`src/rtl/twinkle_sequencer.sv`:
```
`default_nettype none
// ============================================================================
// Module   : twinkle_sequencer
// Purpose  : Produces the 4-bit pattern index for the eight-LED breathing
//            display. Three raw push-buttons (next / prev / auto) are
//            synchronised and debounced. The index is then stepped by hand
//            or advanced automatically on a dwell timer.
// Ports    : clk      - system clock, all logic on the rising edge
//            rst      - synchronous active-high reset
//            btn_next - raw async button, step index forward
//            btn_prev - raw async button, step index backward
//            btn_auto - raw async button, toggle AUTO / MANUAL
//            hold     - synchronous level, freezes the dwell counter
//            state    - pattern index, 0 .. NSTATES-1
//            auto_on  - high while the sequencer is in AUTO
//            step     - one-cycle pulse in the cycle after state changed
// Options  : SEQ_BOUNCE_EN - when defined, AUTO advance ping-pongs between
//            0 and NSTATES-1 instead of wrapping.
// Revision : 1.0 - initial release
// ============================================================================
module twinkle_sequencer #(
    parameter int NSTATES    = 14,
    parameter int DWELL      = 50000000,
    parameter int DEB_CYCLES = 1000000
) (
    input  logic       clk,
    input  logic       rst,
    input  logic       btn_next,
    input  logic       btn_prev,
    input  logic       btn_auto,
    input  logic       hold,
    output logic [3:0] state,
    output logic       auto_on,
    output logic       step
);

    localparam int c_DW_W = $clog2(DWELL);
    localparam int c_DB_W = $clog2(DEB_CYCLES + 1);

    localparam logic [3:0]        c_LAST       = 4'(NSTATES - 1);
    localparam logic [c_DW_W-1:0] c_DWELL_LAST = c_DW_W'(DWELL - 1);
    localparam logic [c_DB_W-1:0] c_DEB_LAST   = c_DB_W'(DEB_CYCLES - 1);

    // Button bit order used throughout: [0]=next, [1]=prev, [2]=auto
    localparam int c_NBTN = 3;

    typedef enum logic [1:0] {
        S_IDLE   = 2'd0,
        S_MANUAL = 2'd1,
        S_AUTO   = 2'd2
    } fsm_t;

    // ------------------------------------------------------------------------
    // Button conditioning: 2-flop synchroniser, then a level must persist for
    // DEB_CYCLES consecutive cycles before it is accepted. Any return to the
    // accepted level restarts the count.
    // ------------------------------------------------------------------------
    logic [c_NBTN-1:0] w_raw;
    logic [c_NBTN-1:0] w_press;

    assign w_raw = {btn_auto, btn_prev, btn_next};

    generate
        for (genvar gi = 0; gi < c_NBTN; gi++) begin : g_btn
            logic              r_sync1;
            logic              r_sync2;
            logic              r_stable;
            logic              r_stable_d;
            logic [c_DB_W-1:0] r_cnt;

            always_ff @(posedge clk) begin
                if (rst) begin
                    r_sync1    <= 1'b0;
                    r_sync2    <= 1'b0;
                    r_stable   <= 1'b0;
                    r_stable_d <= 1'b0;
                    r_cnt      <= '0;
                end else begin
                    r_sync1    <= w_raw[gi];
                    r_sync2    <= r_sync1;
                    r_stable_d <= r_stable;
                    if (r_sync2 != r_stable) begin
                        if (r_cnt == c_DEB_LAST) begin
                            r_stable <= r_sync2;
                            r_cnt    <= '0;
                        end else begin
                            r_cnt <= r_cnt + 1'b1;
                        end
                    end else begin
                        r_cnt <= '0;
                    end
                end
            end

            // Rising edge of the accepted level; releases generate nothing.
            assign w_press[gi] = r_stable & ~r_stable_d;
        end
    endgenerate

    // Auto has priority; next and prev together cancel each other.
    logic w_auto_p;
    logic w_next_p;
    logic w_prev_p;

    assign w_auto_p = w_press[2];
    assign w_next_p = w_press[0] & ~w_press[1] & ~w_auto_p;
    assign w_prev_p = w_press[1] & ~w_press[0] & ~w_auto_p;

    // ------------------------------------------------------------------------
    // Sequencer
    // ------------------------------------------------------------------------
    fsm_t              r_fsm;
    fsm_t              w_fsm_nxt;
    logic [3:0]        r_state;
    logic [3:0]        w_state_nxt;
    logic [c_DW_W-1:0] r_dwell;
    logic [c_DW_W-1:0] w_dwell_nxt;
    logic              r_auto_on;
    logic              r_step;

`ifdef SEQ_BOUNCE_EN
    localparam logic c_DIR_UP   = 1'b0;
    localparam logic c_DIR_DOWN = 1'b1;
    logic            r_dir;
    logic            w_dir_nxt;
`endif

    function automatic logic [3:0] f_inc(input logic [3:0] s);
        return (s == c_LAST) ? 4'd0 : s + 4'd1;
    endfunction

    function automatic logic [3:0] f_dec(input logic [3:0] s);
        return (s == 4'd0) ? c_LAST : s - 4'd1;
    endfunction

    always_ff @(posedge clk) begin
        if (rst) begin
            r_fsm     <= S_IDLE;
            r_state   <= 4'd0;
            r_dwell   <= '0;
            r_auto_on <= 1'b0;
            r_step    <= 1'b0;
`ifdef SEQ_BOUNCE_EN
            r_dir     <= c_DIR_UP;
`endif
        end else begin
            r_fsm     <= w_fsm_nxt;
            r_state   <= w_state_nxt;
            r_dwell   <= w_dwell_nxt;
            r_auto_on <= (w_fsm_nxt == S_AUTO);
            // Covers wraps too: any differing index flags a step.
            r_step    <= (w_state_nxt != r_state);
`ifdef SEQ_BOUNCE_EN
            r_dir     <= w_dir_nxt;
`endif
        end
    end

    always_comb begin
        w_fsm_nxt   = r_fsm;
        w_state_nxt = r_state;
        w_dwell_nxt = r_dwell;
`ifdef SEQ_BOUNCE_EN
        w_dir_nxt   = r_dir;
`endif
        case (r_fsm)
            S_IDLE: begin
                w_state_nxt = 4'd0;
                if (w_auto_p) begin
                    w_fsm_nxt   = S_AUTO;
                    w_dwell_nxt = '0;
                end else if (w_next_p) begin
                    w_fsm_nxt   = S_MANUAL;
                    w_state_nxt = 4'd1;
                end else if (w_prev_p) begin
                    w_fsm_nxt   = S_MANUAL;
                    w_state_nxt = c_LAST;
                end
            end

            S_MANUAL: begin
                if (w_auto_p) begin
                    w_fsm_nxt   = S_AUTO;
                    w_dwell_nxt = '0;
                end else if (w_next_p) begin
                    w_state_nxt = f_inc(r_state);
                end else if (w_prev_p) begin
                    w_state_nxt = f_dec(r_state);
                end
            end

            S_AUTO: begin
                // A manual step takes precedence over a coincident expiry,
                // so only one step happens on that edge.
                if (w_auto_p) begin
                    w_fsm_nxt   = S_MANUAL;
                    w_dwell_nxt = '0;
                end else if (w_next_p) begin
                    w_state_nxt = f_inc(r_state);
                    w_dwell_nxt = '0;
                end else if (w_prev_p) begin
                    w_state_nxt = f_dec(r_state);
                    w_dwell_nxt = '0;
                end else if (!hold) begin
                    if (r_dwell == c_DWELL_LAST) begin
                        w_dwell_nxt = '0;
`ifdef SEQ_BOUNCE_EN
                        if (r_dir == c_DIR_UP) begin
                            if (r_state == c_LAST) begin
                                w_state_nxt = r_state - 4'd1;
                                w_dir_nxt   = c_DIR_DOWN;
                            end else begin
                                w_state_nxt = r_state + 4'd1;
                            end
                        end else begin
                            if (r_state == 4'd0) begin
                                w_state_nxt = 4'd1;
                                w_dir_nxt   = c_DIR_UP;
                            end else begin
                                w_state_nxt = r_state - 4'd1;
                            end
                        end
`else
                        w_state_nxt = f_inc(r_state);
`endif
                    end else begin
                        w_dwell_nxt = r_dwell + 1'b1;
                    end
                end
            end

            default: begin
                w_fsm_nxt   = S_IDLE;
                w_state_nxt = 4'd0;
                w_dwell_nxt = '0;
            end
        endcase
    end

    assign state   = r_state;
    assign auto_on = r_auto_on;
    assign step    = r_step;

endmodule
`default_nettype wire

```
`config.mk`:
```
export PLATFORM = sky130hd
export DESIGN_NAME = twinkle_sequencer
export DESIGN_NICKNAME = d
export VERILOG_FILES = /design/src/rtl/twinkle_sequencer.sv
export SDC_FILE = /design/constraint.sdc
export NUM_CORES = 1
export LEC_CHECK = 0
export CAP_MARGIN = 25
export CORE_UTILIZATION = 50
export CTS_BUF_LIST = sky130_fd_sc_hd__clkbuf_8
export DETAILED_ROUTE_END_ITERATION = 12
export DONT_BUFFER_PORTS = 1
export HOLD_SLACK_MARGIN = 0.06
export SLEW_MARGIN = 30
export SYNTH_ARGS = -nofsm -noshare
export SYNTH_HDL_FRONTEND = slang
export SYNTH_SLANG_ARGS = --single-unit
```
`constraint.sdc`:
```
create_clock -name clk -period 4.2 [get_ports clk]
set_input_delay 0.84 -clock clk [delete_from_list [all_inputs] [get_ports clk]]
set_output_delay 0.84 -clock clk [all_outputs]
set_load 0.005 [all_outputs]
```
=== Word level (Yosys, flattened, before mapping) ===
Cells that the tools add are included.

* Bits in registers: 106
* Bits of input ports: 6
* Output and inout port bits: 6
* Logic and storage cells: 93

* $add $sub $neg: 6
* Eq/ne operators: 14
* Multiplexer cells: 27
* Bitwise operators: 16
* Reductions and logical operators: 10

{| class="wikitable"
|+ Operator list
! operator !! number
|-
| $mux W26 || 6
|-
| $add A20 B1 Y20 const B || 3
|-
| $eq A20 B20 Y1 const B || 3
|-
| $mux W4 || 13
|-
| $pmux W26 S2 || 1
|-
| $add A26 B1 Y26 const B || 1
|-
| $eq A26 B26 Y1 const B || 1
|-
| $pmux W4 S3 || 1
|-
| $mux W2 || 5
|-
| $not A1 Y1 || 9
|-
| $reduce_or A3 Y1 || 3
|-
| $reduce_and A2 Y1 || 4
|-
| $and A1 B1 Y1 || 7
|-
| $pmux W2 S3 || 1
|-
| $ne A5 B5 Y1 const B || 1
|-
| $add A4 B1 Y4 const B || 1
|-
| $eq A2 B2 Y1 const B || 2
|-
| $eq A4 B4 Y1 const B || 1
|-
| $logic_not A4 Y1 || 1
|-
| $ne A4 B4 Y1 || 1
|-
| $sub A4 B1 Y4 const B || 1
|-
| $ne A1 B1 Y1 || 3
|-
| $eq A2 B1 Y1 const B || 1
|-
| $logic_not A2 Y1 || 1
|-
| other kinds (2) || 2
|}

=== Longest topological paths before layout ===
Gate-level depths: netlist of the first run.

* Depth after elaboration: 10
* Depth in mapped cells: 10
* Depth with buffers taken out: 9

=== Worst setup path after synthesis of the first run ===
No wires, ideal clock.

* Path kind: reg2reg
* From: register r_dwell[0]
* To: register r_step (netlist: step)
* Library setup time: 0.140 ns
* Arrival time: 2.353 ns
* Data required time: 4.060 ns
* Slack: 1.707 ns
* Cell stages (with the launch flop): 9
* Path buffers: 0
* Period minus slack after synthesis: 2.493 ns
* Path through: dfxtp_1 > ha_1 > nor3b_2 > nand4_2 > nor4_4 > mux2_1 > o32ai_1 > mux2i_1 > a41oi_1

* Word-level cells in the longest chain between the ends: 8

{| class="wikitable"
|+ Ends and longest elaborated chain
! what !! line !! source
|-
| start: declaration || 116 || <nowiki>logic [c_DW_W-1:0] r_dwell;</nowiki>
|-
| start signal: assignment || 149 || <nowiki>r_dwell <= w_dwell_nxt;</nowiki>
|-
| $eq A26 B26 Y1 || 205 || <nowiki>if (r_dwell == c_DWELL_LAST) begin</nowiki>
|-
| $mux W4 || 205 ||
|-
| $mux W4 || 204 || <nowiki>end else if (!hold) begin</nowiki>
|-
| $mux W4 || 201 || <nowiki>end else if (w_prev_p) begin</nowiki>
|-
| $mux W4 || 198 || <nowiki>end else if (w_next_p) begin</nowiki>
|-
| $mux W4 || 195 || <nowiki>if (w_auto_p) begin</nowiki>
|-
| $pmux W4 S3 || 166 || <nowiki>case (r_fsm)</nowiki>
|-
| $ne A4 B4 Y1 || 152 || <nowiki>r_step <= (w_state_nxt != r_state);</nowiki>
|-
| end signal: assignment || 152 ||
|-
| end: declaration || 119 || <nowiki>logic r_step;</nowiki>
|}

No other way between the ends.
A chain may end at the register's enable or synchronous reset.

=== Worst setup path after layout of the first run ===
Same ends and word-level chain as after synthesis.

==> results.txt, run 1 <==
The run finished with clean final reports. Setup repair after global routing left no endpoint under its margin. The net count reported at finish is 607. The worst setup path is launched from a flop.

The count of nets left with antenna violations once routing finished came out at 0. Of the total synthesized cell area, the portion taken by XOR and XNOR cells is 0.130. The area of the die came out at 10700 sq um. The number of remaining DRC errors came out at 0. The proportion of layout cells with a drive suffix above 1 came out at 0.0585. The cell area power density is 327 nW/um^2. For this design, the CTS-stage hold fixing added 0 buffers. The simple-gate share of the synthesized area came out at 0.295. The netlist area before placement came out at 5150 sq um. The master of the slowest instance on the critical path is sky130_fd_sc_hd__nor4_4. The total grt overflow is 0. The maximum fanout along the worst path came out at 7. Synthesis produced 604 cells.

The H-tree depth came out at 3. In this run the worst hold path is classified as flop to flop. The floorplan step set the die height to 103 microns.

Setup total negative slack on the finished layout was measured at 0 ns. Clock tree synthesis selected as its root buffer the cell sky130_fd_sc_hd__clkbuf_8. The number of antenna diodes is 0. The starting utilization of the core area came out at 0.522.

After detailed routing, the average wire length per cell comes to 13.2 microns. The relative max-transition margin is 0.521. The standard cell area after detailed placement is 5230 sq um. The largest net degree at the start of global routing came out at 29.

After detailed routing, the number of vias per cell comes to 5.45. The most used flip-flop cell after synthesis is sky130_fd_sc_hd__dfxtp_1. For this run, the total global-route usage over all layers was measured as 0.199. The setup fix buffers added after clock tree synthesis came out at 0. STA classifies the critical path endpoint as a flop. The clock edge transition at the registers on the reported setup and hold paths is 0.10 ns. The placer congestion estimate is 0.852. Counting the fill cells in the layout gives 913. The buffer and inverter count on the worst path came out at 0. The depth of the most critical reg-to-reg path is 8. The multiplexer share of the synthesized area came out at 0.0119. The number of buffers on the longest clock path came out at 2. The largest vdd supply drop is 239 uV.

Walking the worst path, the cells encountered are ha_1 -> nor3b_2 -> nand4_2 -> nor4_4 -> mux2_1 -> o32ai_1 -> mux2i_1 -> a41oi_1. The worst path in the final design needs a cycle of 2.85 ns, including I/O delays and setup. In this run, synthesis produced a sequential element count of 106. TritonCTS built the clock tree. The data arrival time of the critical path is 3.11 ns.

The worst hold slack came out at 0.443 ns. Synthesis produced a netlist with a net count of 618. The complex-gate fraction of the synthesized area was 0.100. The initial antenna violation count is 0. The clock net in this run drives a total of 106 sinks. The tool flagged a number of max-cap violations equal to 0. The first global-routing pass estimated 16600 microns of wire. The fmax is 351 MHz. The synthesized-area fraction occupied by adder cells is 0.0195. The area of all placed cells without fillers is 5480 sq um. The biggest cell delay along the critical path came out at 0.53 ns.

The cell depth of the worst hold path is 1. The transition at the pin with the smallest max-transition slack is 0.718 ns. Counting flops with a built-in enable in the synthesized netlist gives 0. The via total after detailed routing came out at 3982.

The post-route clock period utilization came out at 0.679. The area added between synthesis and finish came out at 6.47%. The worst setup path is of the flop to flop kind.

The first-pass detailed-route iteration total is 4. Broken down by cell family, the worst path's largest delay share belongs to simple AND/OR/NAND/NOR gates. In this run, CTS created clock tree buffers numbering 9. The post-CTS resize count came out at 0. The fraction of registers with async set/reset is 0. The Yosys step of the flow raised 0 warnings. The total of endpoints with negative setup slack in the final report came out at 0. The total routed wirelength came out at 9680 microns. The via count of the first global-routing pass came out at 3678.

For this design the static power due to leakage is 1.83 nW. The worst endpoint required time came out at 4.45 ns. Once detailed placement completed, the half-perimeter wirelength came to 6630 microns.

By area, the combinational part of the netlist is dominated by simple AND/OR/NAND/NOR gates. The share of the core filled with cells in the final layout is 0.555. Input and output buffers added on the ports amount to 0.

Pin placement for this block handled 12 I/O pins. The path length in cells of the critical path is 8. The die width is 103 microns. The number of hold violations in the final report is 0. The worst-skew pair later-pin latency came out at 0.38 ns. The register area share after synthesis is 0.412. The final-report max-slew violation count came to 0. The synthesized area per cell came out at 8.52 sq um. The clock tree skew after final layout came out at 0.00984 ns. The DRC violation total after the first TritonRoute iteration is 144. Row generation in the floorplan step produced 36 rows.

The core area came out at 9860 sq um. The number of library cell types mapped by synthesis came out at 69.
stage by stage:
step	instances	power, W	setup WS [ns]
after detailed placement	715	0.00105	1.37
after global placement	715	0.00105	1.51
final	731	0.00179	1.35
after CTS	731	0.00183	1.35
after floorplan	604	0.00105	1.71
after global routing	731	0.00187	1.13
registers in the layout (all words and copies together), names as in the netlist:
register	flops
auto_on	1
g_btn.r_sync2	3
g_btn.r_sync1	3
g_btn.r_stable	3
state	4
g_btn.r_cnt	60
step	1
g_btn.r_stable_d	3
r_fsm	2
r_dwell	26
cells by family (layout without fill, tap and decap cells):
| kind of cell | count (synthesis) | count (layout) |
|---|---|---|
| XOR/XNOR | 74 | 74 |
| buffers and inverters | 42 | 36 |
| adder cells (fa/ha/maj) | 8 | 8 |
| multiplexers | 6 | 6 |
| AND/OR/NAND/NOR | 293 | 293 |
| flip-flops | 106 | 106 |
| AO/OA/AOI/OAI | 75 | 75 |
power by group:
group           total, W  switching, W  internal [W]
sequential       0.00101    0.00000171       0.00101
combinational  0.0000127    0.00000912    0.00000359
clock           0.000772      0.000356      0.000415
total            0.00179      0.000367       0.00143
worst reg2reg max path, stage by stage (launching register included):
cell                      delay [ns]
sky130_fd_sc_hd__dfxtp_1        0.41
sky130_fd_sc_hd__ha_1           0.29
sky130_fd_sc_hd__nor3b_2        0.23
sky130_fd_sc_hd__nand4_2        0.20
sky130_fd_sc_hd__nor4_4         0.53
sky130_fd_sc_hd__mux2_1         0.39
sky130_fd_sc_hd__o32ai_1        0.34
sky130_fd_sc_hd__mux2i_1        0.23
sky130_fd_sc_hd__a41oi_1        0.11
cell type report:
cell class / count / area [sq um] / share of cell area
well taps: 133 / 166 / 0.0304
inverters: 19 / 71.3 / 0.0130
flip-flops and latches: 106 / 2120 / 0.387
multi-input cells: 456 / 2860 / 0.522
clock buffers: 10 / 138 / 0.0251
repair buffers: 1 / 7.51 / 0.00137
clock inverters: 6 / 114 / 0.0208
Yosys cell counts (all sizes together), types with 3 or more instances:
cell     number  area [sq um]
nor4          5          46.3
xnor2        37           343
and3         16           100
nand3        36           180
nand4        18           119
nor4b         6          58.8
a21oi        22           110
ha            8           100
nor3         15          86.3
nand2b        5          33.8
dfxtp       106          2120
a22oi         3          22.5
o211ai        4          40.0
inv          19          71.3
and4          5          43.8
buf           7          32.5
nor2        106           398
xor2         37           324
o21ai        16          80.1
or3          11          68.8
nor2b        14          87.6
or2           4          25.0
clkbuf       16          60.1
mux2i         5          50.1
and2          3          18.8
o31ai         5          42.5
o2111ai       3          32.5
nand2        38           143
placed cells by master, fill, tap and decap left out, drive strengths merged, types with 3 or more instances in the layout:
cell type,count
a21oi,22
and3,16
o2111ai,3
nor2,106
a22oi,3
and4,5
ha,8
or3,11
nor2b,14
dfxtp,106
inv,21
nor4b,6
o211ai,4
o31ai,5
xnor2,37
xor2,37
nand2b,5
or2,4
nor4,5
nand3,36
bufinv,3
and2,3
clkbuf,10
nor3,15
mux2i,5
o21ai,16
nand2,38
nand4,18
layer usage:
metal  part of all wire  GRT usage
met2               0.46      0.321
met5                  0          0
met4             0.0093     0.0563
met3              0.047     0.0605
met1               0.49      0.257
path summary, 6_finish.rpt:
path | startpoint | end | slack (ns)
min | g_btn[0].r_sync1 | g_btn[0].r_sync2 | 0.44
max | r_dwell[0] | step | 1.35
min reg2reg | g_btn[0].r_sync1 | g_btn[0].r_sync2 | 0.44
max reg2reg | r_dwell[0] | step | 1.35
Power figures use the tool's default switching activity.
==> run 2: changes to the inputs <==
--- a/config.mk
+++ b/config.mk
@@ -11,6 +11,7 @@
 export DETAILED_ROUTE_END_ITERATION = 12
 export DONT_BUFFER_PORTS = 1
 export HOLD_SLACK_MARGIN = 0.06
+export PLACE_DENSITY = 0.68
 export SLEW_MARGIN = 30
 export SYNTH_ARGS = -nofsm -noshare
 export SYNTH_HDL_FRONTEND = slang
==> constraint.sdc (replaced) <==
create_clock -name clk -period 2.5 [get_ports clk]
set_input_delay 0.5 -clock clk [delete_from_list [all_inputs] [get_ports clk]]
set_output_delay 0.5 -clock clk [all_outputs]
set_load 0.005 [all_outputs]
==> run 2 against run 1 <==
Compared with the run above:
- critical path depth decreased by 1
- sequential share of layout area decreased by 0.79 points
- global-route usage increased by 0.092 points
- highest routed layer unchanged
==> results.txt, run 2 (synthesis gave the netlist of run 1 again) <==
The path type of the worst min-delay path is input pin to flop. The met1 routed wirelength after detailed routing came out at 4640 microns (-1.5%). The data arrival time of the critical path is 2.54 ns (-0.57 ns). The startpoint identified for the worst hold timing path is rst. The total of endpoints with negative setup slack in the final report is 0 (unchanged).

The number of I/O pins came out at 12 (unchanged). The cell area power density is 487 nW/um^2 (+49%). The area added between synthesis and finish is 8.75%. The met3 layer wire length in the routed design was 422 microns (-6.8%). The worst endpoint required time came out at 2.75 ns (-1.70 ns).

The run finished with clean final reports. The net count reported at finish is 624 (+2.8%). The highest signal layer in the routed design is met4. The via total after detailed routing is 4105 (+3.1%). The final period demand of the worst path is 2.29 ns (-0.559 ns). The transition at the pin with the smallest max-transition slack came to 0.698 ns (-0.0199 ns).

The relative max-transition margin was 0.532 (+0.0104). The remaining number of nets flagged by the antenna check after routing came out at 0 (unchanged). The share of the core filled with cells in the final layout is 0.567 (+0.0119).

TritonCTS built the clock tree. The H-tree depth came out at 3 (unchanged). In this run the critical register-to-register path is launched from r_dwell[9].

The number of rows in the core area is 36 (unchanged). The kind of launch point of the worst setup path is a flop. The flop-to-flop setup slack came out at 0.21 ns (-1.14 ns). The number of antenna diodes came to 0 (unchanged). The critical path is of the flop to flop type. The worst setup path is captured at a flop. The combined global-route utilization of all metal layers came to 0.200 (+0.000918). The number of remaining DRC errors is 0 (unchanged). The largest net degree at the start of global routing is 29 (unchanged). For this design, the slowest cell found on the critical path is sky130_fd_sc_hd__nor4b_2. The buffer cell driving the clock tree root is sky130_fd_sc_hd__clkbuf_8. The half-perimeter wire length after detailed placement came to 6870 microns (+3.6%).

Walking the worst path, the cells encountered are nor4b_2 -> nand4_4 -> nor4_4 -> mux2_4 -> o32ai_4 -> mux2i_1 -> a41oi_1. The first-pass GRT wire length came out at 16800 microns (+1.0%). The starting utilization of the core area is 0.522 (unchanged). The buffer and inverter count on the worst path is 0 (unchanged).

The wire length per cell is 13.3 microns (+0.46%). The core area is 9860 sq um (unchanged). In the layout the commonest cells are sky130_fd_sc_hd__nor2_1, sky130_fd_sc_hd__dfxtp_1, sky130_fd_sc_hd__nand2_1. The combined flip-flop and latch cell area is 2120 sq um (about the same). The initial antenna violation count is 0 (unchanged). The area of the die is 10700 sq um (unchanged). The first-pass detailed-route iteration total came to 5 (+1). The kind of cell adding the most delay to the critical path is simple AND/OR/NAND/NOR gates. The via density per instance is 5.49 (+0.75%). The clock edge transition at the registers on the reported setup and hold paths came to 0.11 ns (about the same).

The clock sink count was 106 (unchanged). The multi-input logic area came to 2900 sq um (+1.5%). The largest vdd supply drop came to 384 uV (+61%). The total CTS buffers came out at 9 (unchanged).

The worst-skew pair later-pin latency is 0.38 ns (about the same). The fmax is 436 MHz (+24%). The maximum fanout along the worst path came out at 3 (-4). The total routed wirelength is 9960 microns (+2.8%). The total of max-cap violations was 0 (unchanged). The total negative setup slack is 0 ns (unchanged). The number of buffers on the longest clock path was 2 (unchanged). The most common library cell in the layout ignoring fill and taps is sky130_fd_sc_hd__nor2_1.

Setup repair after global routing left no endpoint under its margin. The final-report max-slew violation count is 0 (unchanged). The via count of the first global-routing pass came out at 3806 (+3.5%). The flip-flop count of the largest register, all copies and words added came out at 60 (unchanged). The chip height is 103 microns (unchanged). The DRC violation total after the first TritonRoute iteration is 144 (unchanged).

The placer congestion estimate is 0.882 (+3.6%). The clock tree skew after final layout is 0.0127 ns (+0.00283 ns). The number of buffer cells added on primary ports was 0 (unchanged). The detailed-routed wire length on met2 came out at 4770 microns (+7.8%). The post-route clock period utilization is 0.917 (+0.238). The depth of the most critical reg-to-reg path came to 7 (-1). The cell depth of the worst hold path came out at 1 (unchanged).

The register containing the most flip-flops in the final layout is g_btn.r_cnt. The proportion of layout cells with a drive suffix above 1 is 0.0911 (+0.0325). The die width is 103 microns (unchanged).

The count of fill cells added during filler insertion is 896 (-1.9%). The leakage power came out at 1.89 nW (+3.6%). For hold timing, the worst endpoint is r_dwell[8]. The capture instance of the worst register-to-register path is step. The number of hold violations in the final report came out at 0 (unchanged). The biggest cell delay along the critical path was 0.38 ns (-0.15 ns). The total grt overflow came out at 0 (unchanged).
==> run 2: power by group <==
| part | switching (W) | internal, W | total [W] | leakage [nW] |
|---|---|---|---|---|
| clock network | 0.000602 | 0.000400 | 0.00100 | 0.0926 |
| logic | 0.0000164 | 0.0000109 | 0.0000274 | 0.943 |
| registers | 0.00000321 | 0.00169 | 0.00170 | 0.855 |
==> run 2: layout make-up <==
cell class                      count  area share
Clock inverter                      6     0.00850
Timing Repair Buffer               18      0.0264
Multi-Input combinational cell    456       0.519
Sequential cell                   106       0.379
Clock buffer                       10      0.0246
Tap cell                          133      0.0297
Inverter                           19      0.0127
==> run 2: timing repair <==
| item | in CTS | in global routing |
|---|---|---|
| setup buffers | 0 | 1 |
| setup endpoints to repair | 0 | 1 |
| gates resized for setup | 0 | 8 |
| hold buffers | 0 | 0 |
==> run 2: worst max path at each step <==
stage                          start  endpoint  slack, ns  cells after the start
after global placement    r_dwell[1]      step       0.13                      8
after detailed placement  r_dwell[1]      step       0.05                      8
final                     r_dwell[9]      step       0.21                      7
after global routing      r_dwell[0]      step      0.001                      8
after floorplan           r_dwell[0]      step      0.007                      8
after CTS                 r_dwell[1]      step       0.03                      8
==> run 2: metal layers <==
metal,vias to the layer above,GRT usage
met1,1913,0.253
li1,2097,-
met2,81,0.330
met4,0,0.0650
met3,14,0.0538
met5,-,0
==> run 2: through the flow <==
step	setup WS, ns	area, sq um	total power [W]	hold WS, ns	instances
detailed placement	0.0509	5360	0.00176	0.429	731
floorplan	0.00669	5150	0.00176	0.414	604
CTS	0.0297	5550	0.00277	0.146	747
global route	0.00147	5600	0.00285	0.141	748
global placement	0.133	5360	0.00176	0.424	731
finish	0.207	5600	0.00273	0.171	748
==> run 3: changes to the inputs <==
--- a/config.mk
+++ b/config.mk
@@ -5,6 +5,7 @@
 export SDC_FILE = /design/constraint.sdc
 export NUM_CORES = 1
 export LEC_CHECK = 0
+export ABC_AREA = 1
 export CAP_MARGIN = 25
 export CORE_UTILIZATION = 50
 export CTS_BUF_LIST = sky130_fd_sc_hd__clkbuf_8
==> run 3 against run 2 <==
Compared with the run above:
- global-route usage rose by 2.2 points
- sequential power barely moved
- largest cell class unchanged
- core utilization fell by 1.5 points
- sequential share of layout area fell by 0.92 points
- die area rose by 4.1%
- routed wire length rose by 14%
- register-to-register slack improved by 0.06 ns
- maximum frequency rose by 2.7%
- combinational power rose by 23%
- critical endpoint is now r_dwell[17]
- via count rose by 18%
- synthesized cell count rose by 27%
- non-clock buffer count fell by 10
- highest routed layer unchanged
==> results.txt, run 3 <==
The tree is rooted in a sky130_fd_sc_hd__clkbuf_8. The number of warnings printed during yosys synthesis is 0 (unchanged). In the layout the commonest cells are sky130_fd_sc_hd__nand2_1, sky130_fd_sc_hd__inv_1, sky130_fd_sc_hd__dfxtp_1. The share of total power in the clock network came out at 0.369 (about the same).

Sorting the synthesized cells by area gives the leading types as sky130_fd_sc_hd__dfxtp_1, sky130_fd_sc_hd__nand2_1, sky130_fd_sc_hd__inv_1. The proportion of layout cells with a drive suffix above 1 was 0.0694 (-0.0216). The detailed-routed wire length on met2 came out at 5540 microns (+16%). Setup repair after global routing left no endpoint under its margin. The final-report max-slew violation count is 0 (unchanged). The number of rows in the core area was 37 (+2.8%).

STA classifies the critical path startpoint as a flop. The post-route clock period utilization was 0.893 (-0.0245). The run finished with clean final reports. The highest signal layer in the routed design is met4. The most common library cell in the layout ignoring fill and taps is sky130_fd_sc_hd__nand2_1. The total grt overflow was 0 (unchanged). The netlist area before placement came out at 5360 sq um (+4.2%). The total of endpoints with negative setup slack in the final report is 0 (unchanged). The combined global-route utilization of all metal layers is 0.222 (+0.0225).

The maximum fanout along the worst path came to 12 (+9). The cell area power density is 478 nW/um^2 (-1.8%). The cell count after synthesis came out at 765 (+27%).

Relative to the synthesized area, the layout overhead comes to 6.93%. The worst-skew pair later-pin latency is 0.39 ns (about the same). The flip-flop count of the largest register, all copies and words added is 60 (unchanged).

The number of hold violations in the final report came out at 0 (unchanged). The total CTS buffers came out at 9 (unchanged). The proportion of total power due to net switching is 0.239 (+0.0110). The most used flip-flop cell after synthesis is sky130_fd_sc_hd__dfxtp_1. The transition at the pin with the smallest max-transition slack came out at 0.520 ns (-0.178 ns). The die width is 106 microns (+2.0%). Ranked by flip-flop count, first place goes to g_btn.r_cnt. The half-perimeter wire length after detailed placement is 8420 microns (+23%). The via count of the first global-routing pass is 4649 (+22%). The via total after detailed routing is 4829 (+18%). The first-pass detailed-route iteration total came to 7 (+2). The number of I/O pins came out at 12 (unchanged).

The fmax was 448 MHz (+2.7%). The wire length per cell is 12.4 microns (-7.0%). The sequential group share of total power came to 0.619 (-0.003).

STA classifies the critical path endpoint as a flop. The final period demand of the worst path came out at 2.23 ns (-0.0614 ns). The worst hold slack came out at 0.169 ns (-0.00214 ns). The largest net degree at the start of global routing came out at 24 (-17%).

The total routed wirelength came out at 11300 microns (+14%). The endpoint identified for the worst register-to-register timing path is r_dwell[17]. The share of power burned in combinational logic is 0.012 (+0.002). The combined flip-flop and latch cell area is 2120 sq um (about the same). The register area share after synthesis came out at 0.396 (-0.0165). The worst register-to-register path begins at r_dwell[0]. The clock tree skew after final layout came out at 0.00922 ns (-0.00345 ns). The number of nets in the synthesized netlist came out at 779 (+26%).

The path type of the worst min-delay path is input pin to flop. The setup fix buffers added after clock tree synthesis is 0 (unchanged). The net count reported at finish was 787 (+26%). The fraction of registers with async set/reset is 0 (unchanged). The first-pass GRT wire length is 20000 microns (+19%). The leakage power came out at 2.13 nW (+12%).

The met3 layer wire length in the routed design is 468 microns (+11%). The total negative setup slack is 0 ns (unchanged). In the synthesized netlist, the cells that appear most often are sky130_fd_sc_hd__nand2_1, sky130_fd_sc_hd__inv_1, sky130_fd_sc_hd__dfxtp_1, sky130_fd_sc_hd__nor2_1, sky130_fd_sc_hd__a21oi_1.

The worst setup path is of the flop to flop kind. The number of buffers on the longest clock path is 2 (unchanged). The depth of the most critical reg-to-reg path was 12 (+5). The synthesized area per cell was 7.01 sq um (-18%). The remaining number of nets flagged by the antenna check after routing is 0 (unchanged). The fraction of synthesized cell area taken by the top area cell type is 0.396 (-0.0165). The initial antenna violation count came out at 0 (unchanged). The cell-internal power came out at 0.00209 W (-0.86%).

The number of antenna diodes came out at 0 (unchanged). The flop-to-flop setup slack is 0.27 ns (+0.06 ns). The number of remaining DRC errors was 0 (unchanged). The number of register bits inferred by synthesis came out at 106 (unchanged). The multi-input logic area is 2750 sq um (-5.3%).

The largest vdd supply drop is 352 uV (-8.2%). The data arrival time of the critical path is 2.51 ns (-0.03 ns). In the post-synthesis netlist, the cell with the most instances is sky130_fd_sc_hd__nand2_1. The total of max-cap violations came out at 0 (unchanged).

The count of fill cells added during filler insertion is 975 (+8.8%). The worst hold path startpoint is rst. The cell depth of the worst hold path is 1 (unchanged). sky130_fd_sc_hd__dfxtp_1 takes more of the synthesized area than any other cell.

The via density per instance was 5.28 (-3.7%). The number of buffer cells added on primary ports is 0 (unchanged). The reported net switching power is 0.000655 W (+5.4%). TritonCTS built the clock tree. The number of library cell types mapped by synthesis was 45 (-35%). The core area is 10400 sq um (+5.1%). The worst hold path terminates at g_btn[0].r_sync2. The starting utilization of the core area is 0.517 (-0.00480).

The area of the die came to 11100 sq um (+4.1%). The worst endpoint required time came out at 2.78 ns (+0.03 ns). The DRC violation total after the first TritonRoute iteration came out at 348 (+140%).

The chip height was 106 microns (+2.0%). The clock sink count came out at 106 (unchanged). The placer congestion estimate came out at 0.910 (+3.2%). The number of enable-type register cells in the synthesized netlist came out at 0 (unchanged). The relative max-transition margin was 0.650 (+0.118). The H-tree depth was 3 (unchanged). The met1 routed wirelength after detailed routing is 5100 microns (+9.9%). The clock edge transition at the registers on the reported setup and hold paths came out at 0.11 ns (about the same).
run 3: cell types whose count changed after synthesis, sizes merged, moves of 8 or more:
cell and delta:
nor3b +8, nand2 +110, inv +98, a21oi +33, nor3 +29, nand3 +9, xor2 -25, or3 -11
and3 -9, nor2b -14, o21ai +9, clkbuf -11, xnor2 -33
run 3: through the flow:
step / area (sq um) / instances / power [W] / setup slack, ns / util
after floorplan: 5360 / 765 / 0.00176 / 0.611 / -
after global placement: 5540 / 898 / 0.00177 / 0.329 / 0.534
after detailed placement: 5540 / 898 / 0.00177 / 0.239 / 0.534
after CTS: 5720 / 914 / 0.00279 / 0.230 / 0.552
after global routing: 5730 / 914 / 0.00285 / 0.00321 / 0.553
final: 5730 / 914 / 0.00274 / 0.268 / 0.553
run 3: critical path: stages, from the launching register on:
cell,delay (ns)
sky130_fd_sc_hd__dfxtp_1,0.39
sky130_fd_sc_hd__ha_1,0.22
sky130_fd_sc_hd__nand3_1,0.18
sky130_fd_sc_hd__inv_1,0.09
sky130_fd_sc_hd__nand2_1,0.06
sky130_fd_sc_hd__nor2_2,0.18
sky130_fd_sc_hd__nand2_1,0.07
sky130_fd_sc_hd__nand2_1,0.14
sky130_fd_sc_hd__clkinv_1,0.13
sky130_fd_sc_hd__nor2_1,0.26
sky130_fd_sc_hd__nor2_4,0.13
sky130_fd_sc_hd__inv_2,0.19
sky130_fd_sc_hd__a211oi_1,0.08
run 3: layout make-up:
class / instances / share of cell area
multi-input combinational: 530 / 0.480
sequential: 106 / 0.370
inverter: 118 / 0.0777
tap: 136 / 0.0297
clock buffer: 9 / 0.0216
clock inverter: 7 / 0.0107
timing repair buffer: 8 / 0.0105
run 3: logic make-up after synthesis:
logic type | synth area share
compound gates | 0.112
xor+xnor | 0.0261
fa+ha+maj | 0.0187
buf+inv | 0.0934
flops | 0.396
simple gates | 0.354
run 3: what timing repair did:
| item | CTS | global route |
|---|---|---|
| endpoints found under the setup margin | 0 | 2 |
| gates resized for setup | 0 | 2 |
| hold buffers | 0 | 0 |
run 3: worst max-delay path by stage:
stage / start / to / cells past startpoint
2_1_floorplan: g_btn[2].r_cnt[0] / g_btn[2].r_cnt[18] / 14
3_3_place_gp: g_btn[0].r_cnt[0] / g_btn[0].r_cnt[7] / 11
3_5_place_dp: g_btn[2].r_stable / r_dwell[17] / 12
4_1_cts: r_fsm[1] / r_dwell[17] / 10
5_1_grt: g_btn[2].r_cnt[0] / g_btn[2].r_cnt[18] / 14
6_report: r_dwell[0] / r_dwell[17] / 12
run 3: power by group through the flow:
stage	Clock, W	Sequential [W]	Combinational [W]
after CTS	0.00106	0.00170	0.0000331
after floorplan	0	0.00173	0.0000299
after detailed placement	0	0.00174	0.0000330
final	0.00101	0.00170	0.0000336
after global placement	0	0.00173	0.0000325
after global routing	0.00111	0.00170	0.0000391
run 3: routing by layer:
metal | vias to the layer above | GRT usage
met5 | - | 0
met4 | 0 | 0.0913
met3 | 18 | 0.0538
met2 | 104 | 0.386
met1 | 2188 | 0.262
li1 | 2519 | -
